==> src/rtl/demux_1_8_packer.sv <==
// demux_1_8_packer: steers lane-tagged bytes into a 64-bit assembly word.
// A word is presented on a valid/ready output once every lane is written,
// or earlier on a flush. Unwritten lanes read as zero.
//
// Ports:
//   clk        rising-edge clock
//   rst        synchronous active-high reset
//   in_valid   byte offered
//   in_ready   block accepts the byte this cycle (registered)
//   in_sel     destination lane index
//   in_data    byte payload
//   flush      emit the partial word (honoured only while filling)
//   out_valid  assembled word available (registered)
//   out_ready  consumer takes the word
//   out_data   assembled word, lane k at [k*LANE_W +: LANE_W]
//   out_mask   bit k set when lane k was written
module demux_1_8_packer #(
  parameter int unsigned LANE_W = 8,
  parameter int unsigned LANES  = 8,
  parameter int unsigned SEL_W  = 3
) (
  input  logic                    clk,
  input  logic                    rst,
  input  logic                    in_valid,
  output logic                    in_ready,
  input  logic [SEL_W-1:0]        in_sel,
  input  logic [LANE_W-1:0]       in_data,
  input  logic                    flush,
  output logic                    out_valid,
  input  logic                    out_ready,
  output logic [LANE_W*LANES-1:0] out_data,
  output logic [LANES-1:0]        out_mask
);

  localparam int unsigned WORD_W = LANE_W * LANES;

  typedef enum logic {
    FILL = 1'b0,
    HOLD = 1'b1
  } state_t;

  state_t              r_state;
  logic [WORD_W-1:0]   r_lanes;
  logic [LANES-1:0]    r_mask;
  logic                r_in_ready;
  logic                r_out_valid;

  state_t              w_state_nxt;
  logic [WORD_W-1:0]   w_lanes_nxt;
  logic [LANES-1:0]    w_mask_nxt;
  logic                w_in_ready_nxt;
  logic                w_out_valid_nxt;
  logic                w_accept;

  // State and datapath registers
  always_ff @(posedge clk) begin
    if (rst) begin
      r_state     <= FILL;
      r_lanes     <= '0;
      r_mask      <= '0;
      r_in_ready  <= 1'b1;
      r_out_valid <= 1'b0;
    end else begin
      r_state     <= w_state_nxt;
      r_lanes     <= w_lanes_nxt;
      r_mask      <= w_mask_nxt;
      r_in_ready  <= w_in_ready_nxt;
      r_out_valid <= w_out_valid_nxt;
    end
  end

  // Next-state, lane write and handshake outputs
  always_comb begin
    w_state_nxt     = r_state;
    w_lanes_nxt     = r_lanes;
    w_mask_nxt      = r_mask;
    w_in_ready_nxt  = r_in_ready;
    w_out_valid_nxt = r_out_valid;
    w_accept        = 1'b0;

    case (r_state)
      FILL: begin
        w_accept = in_valid && r_in_ready;
        for (int unsigned k = 0; k < LANES; k++) begin
          if (w_accept && (in_sel == SEL_W'(k))) begin
            w_lanes_nxt[k*LANE_W +: LANE_W] = in_data;
            w_mask_nxt[k]                   = 1'b1;
          end
        end
        // Decision uses the post-accept mask so a same-cycle byte is included
        if ((&w_mask_nxt) || (flush && (|w_mask_nxt))) begin
          w_state_nxt     = HOLD;
          w_in_ready_nxt  = 1'b0;
          w_out_valid_nxt = 1'b1;
        end
      end
      HOLD: begin
        // Clearing on emission makes unwritten lanes of the next word read 0
        if (out_ready) begin
          w_state_nxt     = FILL;
          w_lanes_nxt     = '0;
          w_mask_nxt      = '0;
          w_in_ready_nxt  = 1'b1;
          w_out_valid_nxt = 1'b0;
        end
      end
    endcase
  end

  assign in_ready  = r_in_ready;
  assign out_valid = r_out_valid;
  assign out_data  = r_lanes;
  assign out_mask  = r_mask;

endmodule

==> config.mk <==
export PLATFORM = sky130hd
export DESIGN_NAME = demux_1_8_packer
export DESIGN_NICKNAME = d
export VERILOG_FILES = /design/src/rtl/demux_1_8_packer.sv
export SDC_FILE = /design/constraint.sdc
export NUM_CORES = 1
export LEC_CHECK = 0
export ABC_AREA = 0
export CELL_PAD_IN_SITES_DETAIL_PLACEMENT = 1
export CELL_PAD_IN_SITES_GLOBAL_PLACEMENT = 1
export CORE_MARGIN = 2
export CORE_UTILIZATION = 37
export DETAILED_ROUTE_END_ITERATION = 10
export PLACE_DENSITY = 0.82
export SYNTH_ARGS = -nofsm -noshare
export SYNTH_HDL_FRONTEND = slang
export SYNTH_SLANG_ARGS = --single-unit
==> constraint.sdc <==
create_clock -name clk -period 2.74 [get_ports clk]
set_clock_uncertainty 0.1 [all_clocks]
set_input_delay 0.411 -clock clk [delete_from_list [all_inputs] [get_ports clk]]
set_output_delay 0.411 -clock clk [all_outputs]
set_load 0.05 [all_outputs]
# Word-level counts from Yosys, hierarchy flattened
# Cells that the tools add are included.
[totals]
input_bits = 16
output_inout_bits = 74
elab_cells = 90
regBits = 75
[op_classes]
n_bitwise = 1
n_reduce_logical = 23
muxes = 37
eq_ne = 17
[ops]
columns = ["operator", "count"]
rows = [
  ["$pmux 64 s2", 1],
  ["$mux 8", 9],
  ["$mux 64", 1],
  ["$mux 1", 22],
  ["$ne 2x2->1 const B", 10],
  ["$reduce_and 2->1", 9],
  ["$pmux 8 s2", 1],
  ["$eq 3x3->1 const B", 4],
  ["$logic_and 1x1->1", 10],
  ["$reduce_and 8->1", 1],
  ["$reduce_or 8->1", 1],
  ["$eq 3x2->1 const B", 2],
  ["$pmux 1 s2", 3],
  ["$eq 3x1->1 const B", 1],
  ["$logic_not 3->1", 1],
  ["$logic_or 1x1->1", 1],
  ["$not 1->1", 1],
]

# Depth between registers and ports, before layout
# Gate-level depths: netlist of the first run.
[depth]
ltp_word = 9
mapped_depth = 7

# Worst setup path after synthesis of the first run
# Ideal clock, no wire load.
[synth_path]
path_kind = "register to register"
from = "register r_in_ready (netlist: in_ready)"
to = "register r_lanes[0] (netlist: out_data[0])"
path_buffers = 3
stages_incl_launch_ff = 8
arrival_time_ns = 1.967
slack_ns = 0.534
path_cell_list = "dfxtp_1 > buf_4 > or3b_1 > buf_6 > or3_1 > buf_6 > nand3_2 > a21oi_2"
[synth_between]
elab_chain_cells = 4
[synth_rtl]
columns = ["element", "line_no", "text"]
rows = [
  ["start: declaration", "45", "logic r_in_ready;"],
  ["start signal: assignment", "67", "r_in_ready <= w_in_ready_nxt;"],
  ["$logic_and 1x1->1", "83", "w_accept = in_valid && r_in_ready;"],
  ["$logic_and 1x1->1", "85", "if (w_accept && (in_sel == SEL_W'(k))) begin"],
  ["$ne 2x2->1 (no source line)", "-", ""],
  ["$reduce_and 2->1 (no source line)", "-", ""],
  ["end signal: assignment", "65", "r_lanes <= w_lanes_nxt;"],
  ["end: declaration", "43", "logic [WORD_W-1:0] r_lanes;"],
]
# No other way between the ends.
# A chain may end at the register's enable or synchronous reset.

# Final worst setup path of the first run
[layout_path]
from = "register r_in_ready (netlist: in_ready)"
to = "output port in_ready"
[layout_rtl]
columns = ["element", "line_no", "text"]
rows = [
  ["end: declaration", "25", "output logic in_ready,"],
]
# No word-level cell between the ends.

==> metrics.json, run 1 <==
{
  "timing": {
    "final.setup.tns_ns": 0,
    "final.min_clock_period_ns": 2.247,
    "report.final.slew_viol_count": 0,
    "final-setup-viol-count": 0,
    "fmax_ghz": 0.4451,
    "tightestPinTransition_ns": 0.7734,
    "slew_headroom_pct": 48.44,
    "setup_repair_after_global_routing_missed_its_margin": "false",
    "hold_violations": 0,
    "hold-worst-slack_ns": 0.2805,
    "period_share_pct": 82.00
  },
  "cts": {
    "cts_htree_levels": 3,
    "cts-root-to-sink-buffers": 2,
    "ctsResizeCount": 0,
    "cts.hold.buffers_added": 0,
    "worst_setup_hold_path_clk_slew_ns": 0.08,
    "clockRootBuffer": "sky130_fd_sc_hd__clkbuf_8",
    "cts.repair_timing.setup_buffer_count": 0,
    "clk_latency_ns": 0.35,
    "cts_inserted_buffers": 9,
    "cts_tree": "yes",
    "tritoncts_num_sinks": 75
  },
  "synthesis": {
    "yosysMostFrequentCell": "sky130_fd_sc_hd__dfxtp_1",
    "synth.avg_cell_area_sq_um": 8.579,
    "top_post_synthesis_cells_by_count": "sky130_fd_sc_hd__dfxtp_1 (75), sky130_fd_sc_hd__nand2_1 (70), sky130_fd_sc_hd__nand3_1 (52)",
    "synthesis.nets": 379,
    "yosysTopAreaCellShare_pct": 48.21,
    "synth_seq_cells": 75,
    "netlist-cell-type-count": 33,
    "synth_area_leader_cell": "sky130_fd_sc_hd__dfxtp_1",
    "syn-cell-area_sq_um": 3114,
    "synth_edf_count": 0,
    "yosysSeqAreaShare_pct": 48.21,
    "syn-instance-count": 363,
    "synth.top_cells.by_area": "sky130_fd_sc_hd__dfxtp_1 (48%), sky130_fd_sc_hd__nand2_1 (8.4%), sky130_fd_sc_hd__nand3_1 (8.4%), sky130_fd_sc_hd__a21oi_1 (8.0%), sky130_fd_sc_hd__nand3_2 (5.1%)",
    "synthArstFlopShare_pct": 0,
    "synth-warning-count": 0,
    "synth_top_flop_cell": "sky130_fd_sc_hd__dfxtp_1"
  },
  "grt": {
    "grt_max_degree": 66,
    "global_route_wire_length_before_repair_um": 15100,
    "first_global_vias": 2854,
    "number_of_antenna_violations_at_the_first_check_in_global_routing": 0,
    "overflow": 0,
    "global_route.usage.total_pct": 22.10
  },
  "route": {
    "wirelength_um": 9951,
    "remaining_drc_errors": 0,
    "number_of_antenna_violating_nets_in_the_routed_design": 0,
    "post_drt_via_cell_ratio": 5.350,
    "drtPass1Iterations": 4,
    "drtIter0Drc": 129,
    "dr_total_vias": 2937,
    "routedWlPerCell_um": 18.13
  },
  "critical_path": {
    "critical-path-max-stage-delay_ns": 0.87,
    "cp.buffers_inverters": 1,
    "timing.critical_path.from_type": "flop",
    "reg2reg_slack_ns": 0.73,
    "list_of_cells_traversed_by_the_critical_path": "clkdlybuf4s50_1",
    "criticalPathCategory": "reg -> out",
    "worst_r2r_path_depth": 4,
    "path_depth": 1,
    "cell_at_the_slowest_stage_of_the_critical_path": "sky130_fd_sc_hd__clkdlybuf4s50_1",
    "worst_path_required_time_ns": 2.23,
    "cp_capture_type": "output pin",
    "cp_data_arrival_time_ns": 1.74,
    "worstPathMaxFanout": 10,
    "critical-path-top-delay-family": "buffers and inverters"
  },
  "die": {
    "boundaryPins": 90,
    "die_area_sq_um": 9167,
    "start_util_pct": 38.09,
    "dieWidth_um": 95.75,
    "floorplan.core_area_sq_um": 8175,
    "rows": 33,
    "fp.dieH_um": 95.75
  },
  "power_and_ir_drop": {
    "switching_share_pct": 25.85,
    "power_frac_seq_pct": 43.0,
    "power_leakage_nw": 1.379,
    "power_frac_comb_pct": 13.6,
    "power_density_nw_per_um2": 619.7,
    "total_power_mw": 2.670,
    "power_switching_uw": 690.2,
    "internal_power_mw": 1.980,
    "maximum_vdd_drop_uv": 299.1,
    "power_frac_clock_pct": 43.4
  },
  "placed_design": {
    "port_buffers": 89,
    "gp_congestion": 0.8879,
    "dp_hpwl_um": 6767
  },
  "finish": {
    "finalNetCount": 455,
    "antenna_fix_cells": 0,
    "syn_to_final_growth_pct": 38.37,
    "drive_gt1_share_pct": 14.86,
    "fillers": 952
  },
  "outcome": {
    "run_status": "complete, no violations"
  },
  "job": {
    "timing.max_cap.violations": 0
  },
  "worst_hold_path": {
    "worst_hold_path_type": "in -> reg",
    "worst_hold_path.num_cells": 3
  }
}
-- sequential cells by signal, indices dropped and copies added (netlist names) --
signal     flops
in_ready       1
out_data      64
out_mask       8
out_valid      1
r_state        1
-- power groups by stage --
stage	logic (mW)	clock network, mW	registers, mW
CTS	0.365	1.18	1.15
floorplan	0.155	0	1.26
global placement	0.357	0	1.17
finish	0.363	1.16	1.15
detailed placement	0.363	0	1.17
global route	0.386	1.22	1.15
-- cell type report --
type	instances	area, sq um	share of cell area, %
Clock inverter	4	120.1	2.787
Timing Repair Buffer	98	953.4	22.13
Sequential cell	75	1501	34.84
Multi-Input combinational cell	254	1444	33.51
Tap cell	105	131.4	3.049
Clock buffer	12	155.1	3.600
Inverter	1	3.754	0.08711
-- through the flow --
| step | setup WS (ns) | std cells | utilization, % | instance area (sq um) |
|---|---|---|---|---|
| after floorplan | 0.5344 | 363 | - | 3114 |
| after global placement | 0.4139 | 533 | 49.34 | 4034 |
| after detailed placement | 0.3820 | 533 | 49.34 | 4034 |
| after CTS | 0.4586 | 549 | 52.71 | 4309 |
| after global routing | 0.4209 | 549 | 52.71 | 4309 |
| final | 0.4932 | 549 | 52.71 | 4309 |
-- logic make-up after synthesis --
group | count (synthesis) | share of synthesized area, %
AO/OA/AOI/OAI | 85 | 16.83
AND/OR/NAND/NOR | 166 | 28.48
multiplexers | 3 | 0.9643
buffers and inverters | 34 | 5.504
flip-flops | 75 | 48.21
-- layout by cell type, fill, tap and decap left out, types with 4 or more instances in the layout --
master / count
sky130_fd_sc_hd__o21ai_0: 4
sky130_fd_sc_hd__buf_4: 9
sky130_fd_sc_hd__nand3_1: 52
sky130_fd_sc_hd__bufinv_16: 4
sky130_fd_sc_hd__clkdlybuf4s50_1: 88
sky130_fd_sc_hd__dfxtp_1: 75
sky130_fd_sc_hd__or3_1: 4
sky130_fd_sc_hd__nand3_2: 16
sky130_fd_sc_hd__clkbuf_8: 11
sky130_fd_sc_hd__o21a_1: 9
sky130_fd_sc_hd__nand2_1: 69
sky130_fd_sc_hd__a21oi_2: 16
sky130_fd_sc_hd__a21oi_1: 50
-- worst paths after layout --
kind / from / end
hold / removal: rst / out_mask[0]
setup / recovery: in_ready / in_ready
setup reg to reg: in_ready / out_data[36]
hold reg to reg: out_data[29] / out_data[29]
-- routing by layer --
metal  GRT usage, %  vias to the layer above  wire length [um]
met5              0                        -                 0
met4          5.952                        0               121
met3          4.933                       10               461
met2          38.05                       66              5118
met1          27.88                     1461              4250
li1               -                     1400                 -
Power figures use the tool's default switching activity.
==> run 2: changes to the inputs <==
Settings changed: CORE_UTILIZATION 37 to 34, PLACE_DENSITY 0.82 to 0.76.
Clock period 2.74 ns to 2.2 ns, I/O delays scaled along.
==> run 2 against run 1 <==
Clock-buffer cell count unchanged. Highest routed layer unchanged. Utilization decreased by 2.5 points. Sequential share of layout area is 0.88 points lower. Routed wire length rose by 4.3%. Final cell count increased by 3.5%. First-iteration DRC count down 29%.
==> metrics.json, run 2 (same netlist as run 1, synthesis figures left out) <==
{
  "die": {
    "die_area": {"value": 9941, "unit": "sq um", "change": "+8.4%"},
    "rows": {"value": 34, "change": "+3.0%"},
    "start_util": {"value": 35.37, "unit": "%", "change": "-2.7 points"},
    "fp.dieH": {"value": 99.71, "unit": "um", "change": "+4.1%"},
    "floorplan.core_area": {"value": 8806, "unit": "sq um", "change": "+7.7%"},
    "boundaryPins": {"value": 90, "change": "unchanged"},
    "dieWidth": {"value": 99.71, "unit": "um", "change": "+4.1%"}
  },
  "placed_design": {
    "gp_congestion": {"value": 0.8254, "change": "-7.0%"},
    "dp_hpwl": {"value": 7289, "unit": "um", "change": "+7.7%"},
    "post-place-ws": {"value": 0.01877, "unit": "ns", "change": "-0.3632 ns"},
    "port_buffers": {"value": 89, "change": "unchanged"}
  },
  "critical_path": {
    "crit-reg2reg-launch": "in_ready",
    "cp_data_arrival_time": {"value": 1.67, "unit": "ns", "change": "-0.07 ns"},
    "critical_path.reg2reg.endpoint": "out_data[8]",
    "worst_path_required_time": {"value": 1.77, "unit": "ns", "change": "-0.46 ns"},
    "cp_capture_type": "output pin",
    "critical-path-top-delay-family": "buffers and inverters",
    "timing.critical_path.from_type": "flop",
    "cp.buffers_inverters": {"value": 1, "change": "unchanged"},
    "list_of_cells_traversed_by_the_critical_path": "clkdlybuf4s50_1",
    "worst_r2r_path_depth": {"value": 5, "change": "+1"},
    "critical-path-max-stage-delay": {"value": 0.85, "unit": "ns", "change": "-0.02 ns"},
    "criticalPathCategory": "reg -> out",
    "reg2reg_slack": {"value": 0.36, "unit": "ns", "change": "-0.37 ns"},
    "cell_at_the_slowest_stage_of_the_critical_path": "sky130_fd_sc_hd__clkdlybuf4s50_1",
    "worstPathMaxFanout": {"value": 5, "change": "-5"},
    "path_depth": {"value": 1, "change": "unchanged"}
  },
  "finish": {
    "drive_gt1_share": {"value": 18.04, "unit": "%", "change": "+3.2 points"},
    "fillers": {"value": 1026, "change": "+7.8%"},
    "seq_area": {"value": 1503, "unit": "sq um", "change": "about the same"},
    "finish.utilization": {"value": 50.24, "unit": "%", "change": "-2.5 points"},
    "antenna_fix_cells": {"value": 0, "change": "unchanged"},
    "largest_register_ffs": {"value": 64, "change": "unchanged"},
    "finalNetCount": {"value": 471, "change": "+3.5%"},
    "mostFrequentLayoutCells": "sky130_fd_sc_hd__clkdlybuf4s50_1 (88), sky130_fd_sc_hd__dfxtp_1 (74), sky130_fd_sc_hd__nand2_1 (69)",
    "multiInputGateArea": {"value": 1444, "unit": "sq um", "change": "unchanged"},
    "layout.cells.most_common": "sky130_fd_sc_hd__clkdlybuf4s50_1",
    "syn_to_final_growth_pct": 42.06
  },
  "cts": {
    "cts_htree_levels": {"value": 3, "change": "unchanged"},
    "tritoncts_num_sinks": {"value": 75, "change": "unchanged"},
    "ctsResizeCount": {"value": 0, "change": "unchanged"},
    "worst_setup_hold_path_clk_slew": {"value": 0.08, "unit": "ns", "change": "about the same"},
    "clk_latency": {"value": 0.35, "unit": "ns", "change": "about the same"},
    "clockRootBuffer": "sky130_fd_sc_hd__clkbuf_8",
    "cts.hold.buffers_added": {"value": 0, "change": "unchanged"},
    "cts-root-to-sink-buffers": {"value": 2, "change": "unchanged"},
    "cts_tree": "yes",
    "cts.repair_timing.setup_buffer_count": {"value": 0, "change": "unchanged"},
    "cts_inserted_buffers": {"value": 9, "change": "unchanged"}
  },
  "timing": {
    "setup_repair_after_global_routing_missed_its_margin": "false",
    "slew_headroom": {"value": 59.73, "unit": "%", "change": "+11 points"},
    "hold_violations": {"value": 0, "change": "unchanged"},
    "final.min_clock_period_ns": 2.095,
    "tightestPinTransition": {"value": 0.6021, "unit": "ns", "change": "-0.1713 ns"},
    "period_share_pct": 95.24,
    "hold-worst-slack": {"value": 0.3268, "unit": "ns", "change": "+0.04632 ns"},
    "postLayoutSetupSlackWorst": {"value": 0.1047, "unit": "ns", "change": "-0.3885 ns"},
    "final.setup.tns": {"value": 0, "unit": "ns", "change": "unchanged"},
    "fmax_ghz": 0.4773,
    "report.final.slew_viol_count": {"value": 0, "change": "unchanged"},
    "final-setup-viol-count": {"value": 0, "change": "unchanged"}
  },
  "route": {
    "route.met3.wl": {"value": 566, "unit": "um", "change": "+23%"},
    "wl_met2": {"value": 5119, "unit": "um", "change": "about the same"},
    "drtIter0Drc": {"value": 91, "change": "-29%"},
    "routedWlPerCell": {"value": 18.27, "unit": "um", "change": "+0.81%"},
    "dr_total_vias": {"value": 2950, "change": "+0.44%"},
    "post_drt_via_cell_ratio": {"value": 5.194, "change": "-2.9%"},
    "drtPass1Iterations": {"value": 4, "change": "unchanged"},
    "remaining_drc_errors": {"value": 0, "change": "unchanged"},
    "wl_met1": {"value": 4591, "unit": "um", "change": "+8.0%"},
    "top_layer_in_use": "met4",
    "number_of_antenna_violating_nets_in_the_routed_design": {"value": 0, "change": "unchanged"},
    "wirelength": {"value": 10380, "unit": "um", "change": "+4.3%"}
  },
  "power_and_ir_drop": {
    "total_power": {"value": 3.119, "unit": "mW", "change": "+17%"},
    "power_leakage": {"value": 1.443, "unit": "nW", "change": "+4.7%"},
    "maximum_vdd_drop": {"value": 363.7, "unit": "uV", "change": "+22%"},
    "power_density": {"value": 705.1, "unit": "nW/um^2", "change": "+14%"}
  },
  "grt": {
    "global_route.usage.total": {"value": 21.53, "unit": "%", "change": "-0.57 points"},
    "global_route_wire_length_before_repair": {"value": 16580, "unit": "um", "change": "+9.8%"},
    "first_global_vias": {"value": 3122, "change": "+9.4%"},
    "grt_max_degree": {"value": 65, "change": "-1.5%"},
    "number_of_antenna_violations_at_the_first_check_in_global_routing": {"value": 0, "change": "unchanged"},
    "overflow": {"value": 0, "change": "unchanged"}
  },
  "worst_hold_path": {
    "worst_hold_path_type": "in -> reg",
    "hold_path_end": "out_mask[4]",
    "worst_hold_path.num_cells": {"value": 4, "change": "+1"},
    "hold_path_startpoint": "rst"
  },
  "job": {
    "timing.max_cap.violations": {"value": 0, "change": "unchanged"}
  },
  "outcome": {
    "run_status": "complete, no violations"
  }
}
-- run 2: metrics by stage --
step           area [sq um]  cells
5_1_grt                4424    568
6_report               4424    568
3_3_place_gp           4197    552
2_1_floorplan          3115    363
4_1_cts                4424    568
3_5_place_dp           4197    552
-- run 2: layer usage --
layer / vias up / track usage, %
met4: 0 / 7.060
met5: - / 0
met3: 9 / 5.481
met2: 69 / 36.69
li1: 1428 / -
met1: 1444 / 26.59
-- run 2: power by group --
| part | total, mW | internal (mW) | switching (mW) | leakage (nW) |
|---|---|---|---|---|
| combinational | 0.484 | 0.167 | 0.318 | 0.725 |
| clock | 1.21 | 0.700 | 0.506 | 0.113 |
| sequential | 1.43 | 1.39 | 0.0356 | 0.606 |
-- run 2: worst max-delay path by stage --
| stage | from | to | slack, ns |
|---|---|---|---|
| after CTS | out_mask[6] | out_mask[6] | 0.10 |
| after global routing | out_mask[6] | out_mask[6] | 0.08 |
| final | out_mask[6] | out_mask[6] | 0.10 |
| after detailed placement | in_sel[0] | out_data[8] | 0.02 |
| after floorplan | in_ready | out_data[0] | 0.17 |
| after global placement | in_sel[1] | out_data[14] | 0.04 |
-- run 2: area by class of cell --
| type | count | area share [%] |
|---|---|---|
| clock inverter | 4 | 1.640 |
| timing repair buffer | 114 | 25.11 |
| multi-input combinational | 254 | 32.64 |
| clock buffer | 12 | 3.507 |
| tap | 108 | 3.054 |
| inverter | 1 | 0.08484 |
| sequential | 75 | 33.96 |
==> run 3: changes to the inputs <==
Settings changed: CORE_UTILIZATION 34 to 37, PLACE_DENSITY 0.76 to 0.82.
Clock period 2.2 ns to 2.55 ns, I/O delays scaled along.
==> run 3 against run 2 <==
Critical path depth unchanged. Register-to-register slack better by 0.17 ns. Critical endpoint is now in_ready. Setup slack better by 0.21 ns. Clock power down 20%.
==> metrics.json, run 3 (same netlist as run 1, synthesis figures left out) <==
{
  "critical_path": {
    "critical-path-max-stage-delay": {"value": 0.88, "unit": "ns", "change": "+0.03 ns"},
    "criticalPathCategory": "reg -> out",
    "timing.critical_path.from_type": "flop",
    "cp_capture_type": "output pin",
    "critical-path-top-delay-family": "buffers and inverters",
    "cp.buffers_inverters": {"value": 1, "change": "unchanged"},
    "list_of_cells_traversed_by_the_critical_path": "clkdlybuf4s50_1",
    "worst_path_required_time": {"value": 2.07, "unit": "ns", "change": "+0.30 ns"},
    "cp_data_arrival_time": {"value": 1.75, "unit": "ns", "change": "+0.08 ns"},
    "cell_at_the_slowest_stage_of_the_critical_path": "sky130_fd_sc_hd__clkdlybuf4s50_1",
    "worstPathMaxFanout": {"value": 10, "change": "+5"}
  },
  "cts": {
    "tritoncts_num_sinks": {"value": 75, "change": "unchanged"},
    "cts_inserted_buffers": {"value": 9, "change": "unchanged"},
    "cts.repair_timing.setup_buffer_count": {"value": 0, "change": "unchanged"},
    "cts_tree": "yes",
    "worst_setup_hold_path_clk_slew": {"value": 0.07, "unit": "ns", "change": "about the same"},
    "cts.hold.buffers_added": {"value": 0, "change": "unchanged"},
    "clockRootBuffer": "sky130_fd_sc_hd__clkbuf_8",
    "ctsResizeCount": {"value": 0, "change": "unchanged"},
    "clk_latency": {"value": 0.34, "unit": "ns", "change": "about the same"},
    "cts_htree_levels": {"value": 3, "change": "unchanged"},
    "cts-root-to-sink-buffers": {"value": 2, "change": "unchanged"}
  },
  "timing": {
    "report.final.slew_viol_count": {"value": 0, "change": "unchanged"},
    "period_share_pct": 87.73,
    "final-setup-viol-count": {"value": 0, "change": "unchanged"},
    "slew_headroom": {"value": 64.22, "unit": "%", "change": "+4.5 points"},
    "hold_violations": {"value": 0, "change": "unchanged"},
    "tightestPinTransition": {"value": 0.5351, "unit": "ns", "change": "-0.06702 ns"},
    "setup_repair_after_global_routing_missed_its_margin": "false",
    "final.min_clock_period_ns": 2.237,
    "fmax_ghz": 0.4470,
    "final.setup.tns": {"value": 0, "unit": "ns", "change": "unchanged"}
  },
  "finish": {
    "largest_register_ffs": {"value": 64, "change": "unchanged"},
    "drive_gt1_share": {"value": 15.44, "unit": "%", "change": "-2.6 points"},
    "mostFrequentLayoutCells": "sky130_fd_sc_hd__clkdlybuf4s50_1 (88), sky130_fd_sc_hd__dfxtp_1 (75), sky130_fd_sc_hd__nand2_1 (69)",
    "finalNetCount": {"value": 458, "change": "-2.8%"},
    "syn_to_final_growth_pct": 37.53,
    "layout.cells.most_common": "sky130_fd_sc_hd__clkdlybuf4s50_1",
    "antenna_fix_cells": {"value": 0, "change": "unchanged"}
  },
  "grt": {
    "busiest_layer": "met2",
    "globalRouteMet3Util": {"value": 4.307, "unit": "%", "change": "-1.2 points"},
    "overflow": {"value": 0, "change": "unchanged"},
    "first_global_vias": {"value": 2912, "change": "-6.7%"},
    "global_route.usage.total": {"value": 22.76, "unit": "%", "change": "+1.2 points"},
    "use_met2": {"value": 37.94, "unit": "%", "change": "+1.2 points"},
    "number_of_antenna_violations_at_the_first_check_in_global_routing": {"value": 0, "change": "unchanged"},
    "use_met1": {"value": 30.00, "unit": "%", "change": "+3.4 points"},
    "grt_max_degree": {"value": 40, "change": "-38%"},
    "global_route_wire_length_before_repair": {"value": 15660, "unit": "um", "change": "-5.6%"}
  },
  "route": {
    "remaining_drc_errors": {"value": 0, "change": "unchanged"},
    "routedWlPerCell": {"value": 18.53, "unit": "um", "change": "+1.4%"},
    "number_of_antenna_violating_nets_in_the_routed_design": {"value": 0, "change": "unchanged"},
    "drtIter0Drc": {"value": 123, "change": "+35%"},
    "drtPass1Iterations": {"value": 4, "change": "unchanged"},
    "dr_total_vias": {"value": 2971, "change": "+0.71%"},
    "wirelength": {"value": 10230, "unit": "um", "change": "-1.4%"},
    "post_drt_via_cell_ratio": {"value": 5.382, "change": "+3.6%"}
  },
  "placed_design": {
    "dp_hpwl": {"value": 7051, "unit": "um", "change": "-3.3%"},
    "port_buffers": {"value": 89, "change": "unchanged"},
    "gp_congestion": {"value": 0.9208, "change": "+12%"}
  },
  "power_and_ir_drop": {
    "power_leakage": {"value": 1.365, "unit": "nW", "change": "-5.4%"},
    "power_density": {"value": 608.3, "unit": "nW/um^2", "change": "-14%"},
    "total_power": {"value": 2.605, "unit": "mW", "change": "-16%"},
    "maximum_vdd_drop": {"value": 279.5, "unit": "uV", "change": "-23%"}
  },
  "die": {
    "start_util": {"value": 38.09, "unit": "%", "change": "+2.7 points"},
    "rows": {"value": 33, "change": "-2.9%"},
    "dieWidth": {"value": 95.75, "unit": "um", "change": "-4.0%"},
    "boundaryPins": {"value": 90, "change": "unchanged"},
    "die_area": {"value": 9167, "unit": "sq um", "change": "-7.8%"},
    "floorplan.core_area": {"value": 8175, "unit": "sq um", "change": "-7.2%"},
    "fp.dieH": {"value": 95.75, "unit": "um", "change": "-4.0%"}
  },
  "worst_hold_path": {
    "worst_hold_path_type": "in -> reg"
  },
  "job": {
    "timing.max_cap.violations": {"value": 0, "change": "unchanged"}
  },
  "outcome": {
    "run_status": "complete, no violations"
  }
}
run 3: changes by cell type in the layout (fill, tap and decap cells not counted), sizes merged:
cell      change
bufinv        -1
clkinvlp      +1
clkbuf        +1
buf          -13
clkinv        -1
run 3: final cells by class:
class                           instances  area (sq um)
Sequential cell                        75          1501
Inverter                                1         3.754
Tap cell                              105         131.4
Clock buffer                           13         168.9
Multi-Input combinational cell        254          1444
Timing Repair Buffer                  101         988.4
Fill cell                             956          3892
Clock inverter                          3         45.04
run 3: per-stage QoR:
step / instance area, sq um / setup slack (ns) / hold slack [ns] / cells / util, %
after floorplan: 3114 / 0.3444 / 0.4437 / 363 / -
after global placement: 4069 / 0.2876 / 0.3554 / 536 / 49.77
after detailed placement: 4069 / 0.2432 / 0.3577 / 536 / 49.77
after CTS: 4283 / 0.3059 / 0.2731 / 552 / 52.39
after global routing: 4283 / 0.2587 / 0.2970 / 552 / 52.39
final: 4283 / 0.3129 / 0.2898 / 552 / 52.39
run 3: power breakdown:
group	total (mW)	internal [mW]	switching, mW
Clock	0.970	0.533	0.437
Sequential	1.23	1.20	0.0319
Combinational	0.401	0.128	0.273
run 3: final timing paths:
check	cells after the start	endpoint	start	slack [ns]
min	3	out_mask[0]	rst	0.29
max	1	in_ready	in_ready	0.31
max reg2reg	5	out_data[5]	in_ready	0.53
min reg2reg	2	out_data[38]	out_data[38]	0.37
run 3: layer usage:
layer | part of all wire [%] | vias up
met3 | 3.1 | 10
met4 | 1.5 | 0
li1 | - | 1402
met1 | 45 | 1496
met5 | 0 | -
met2 | 50 | 63
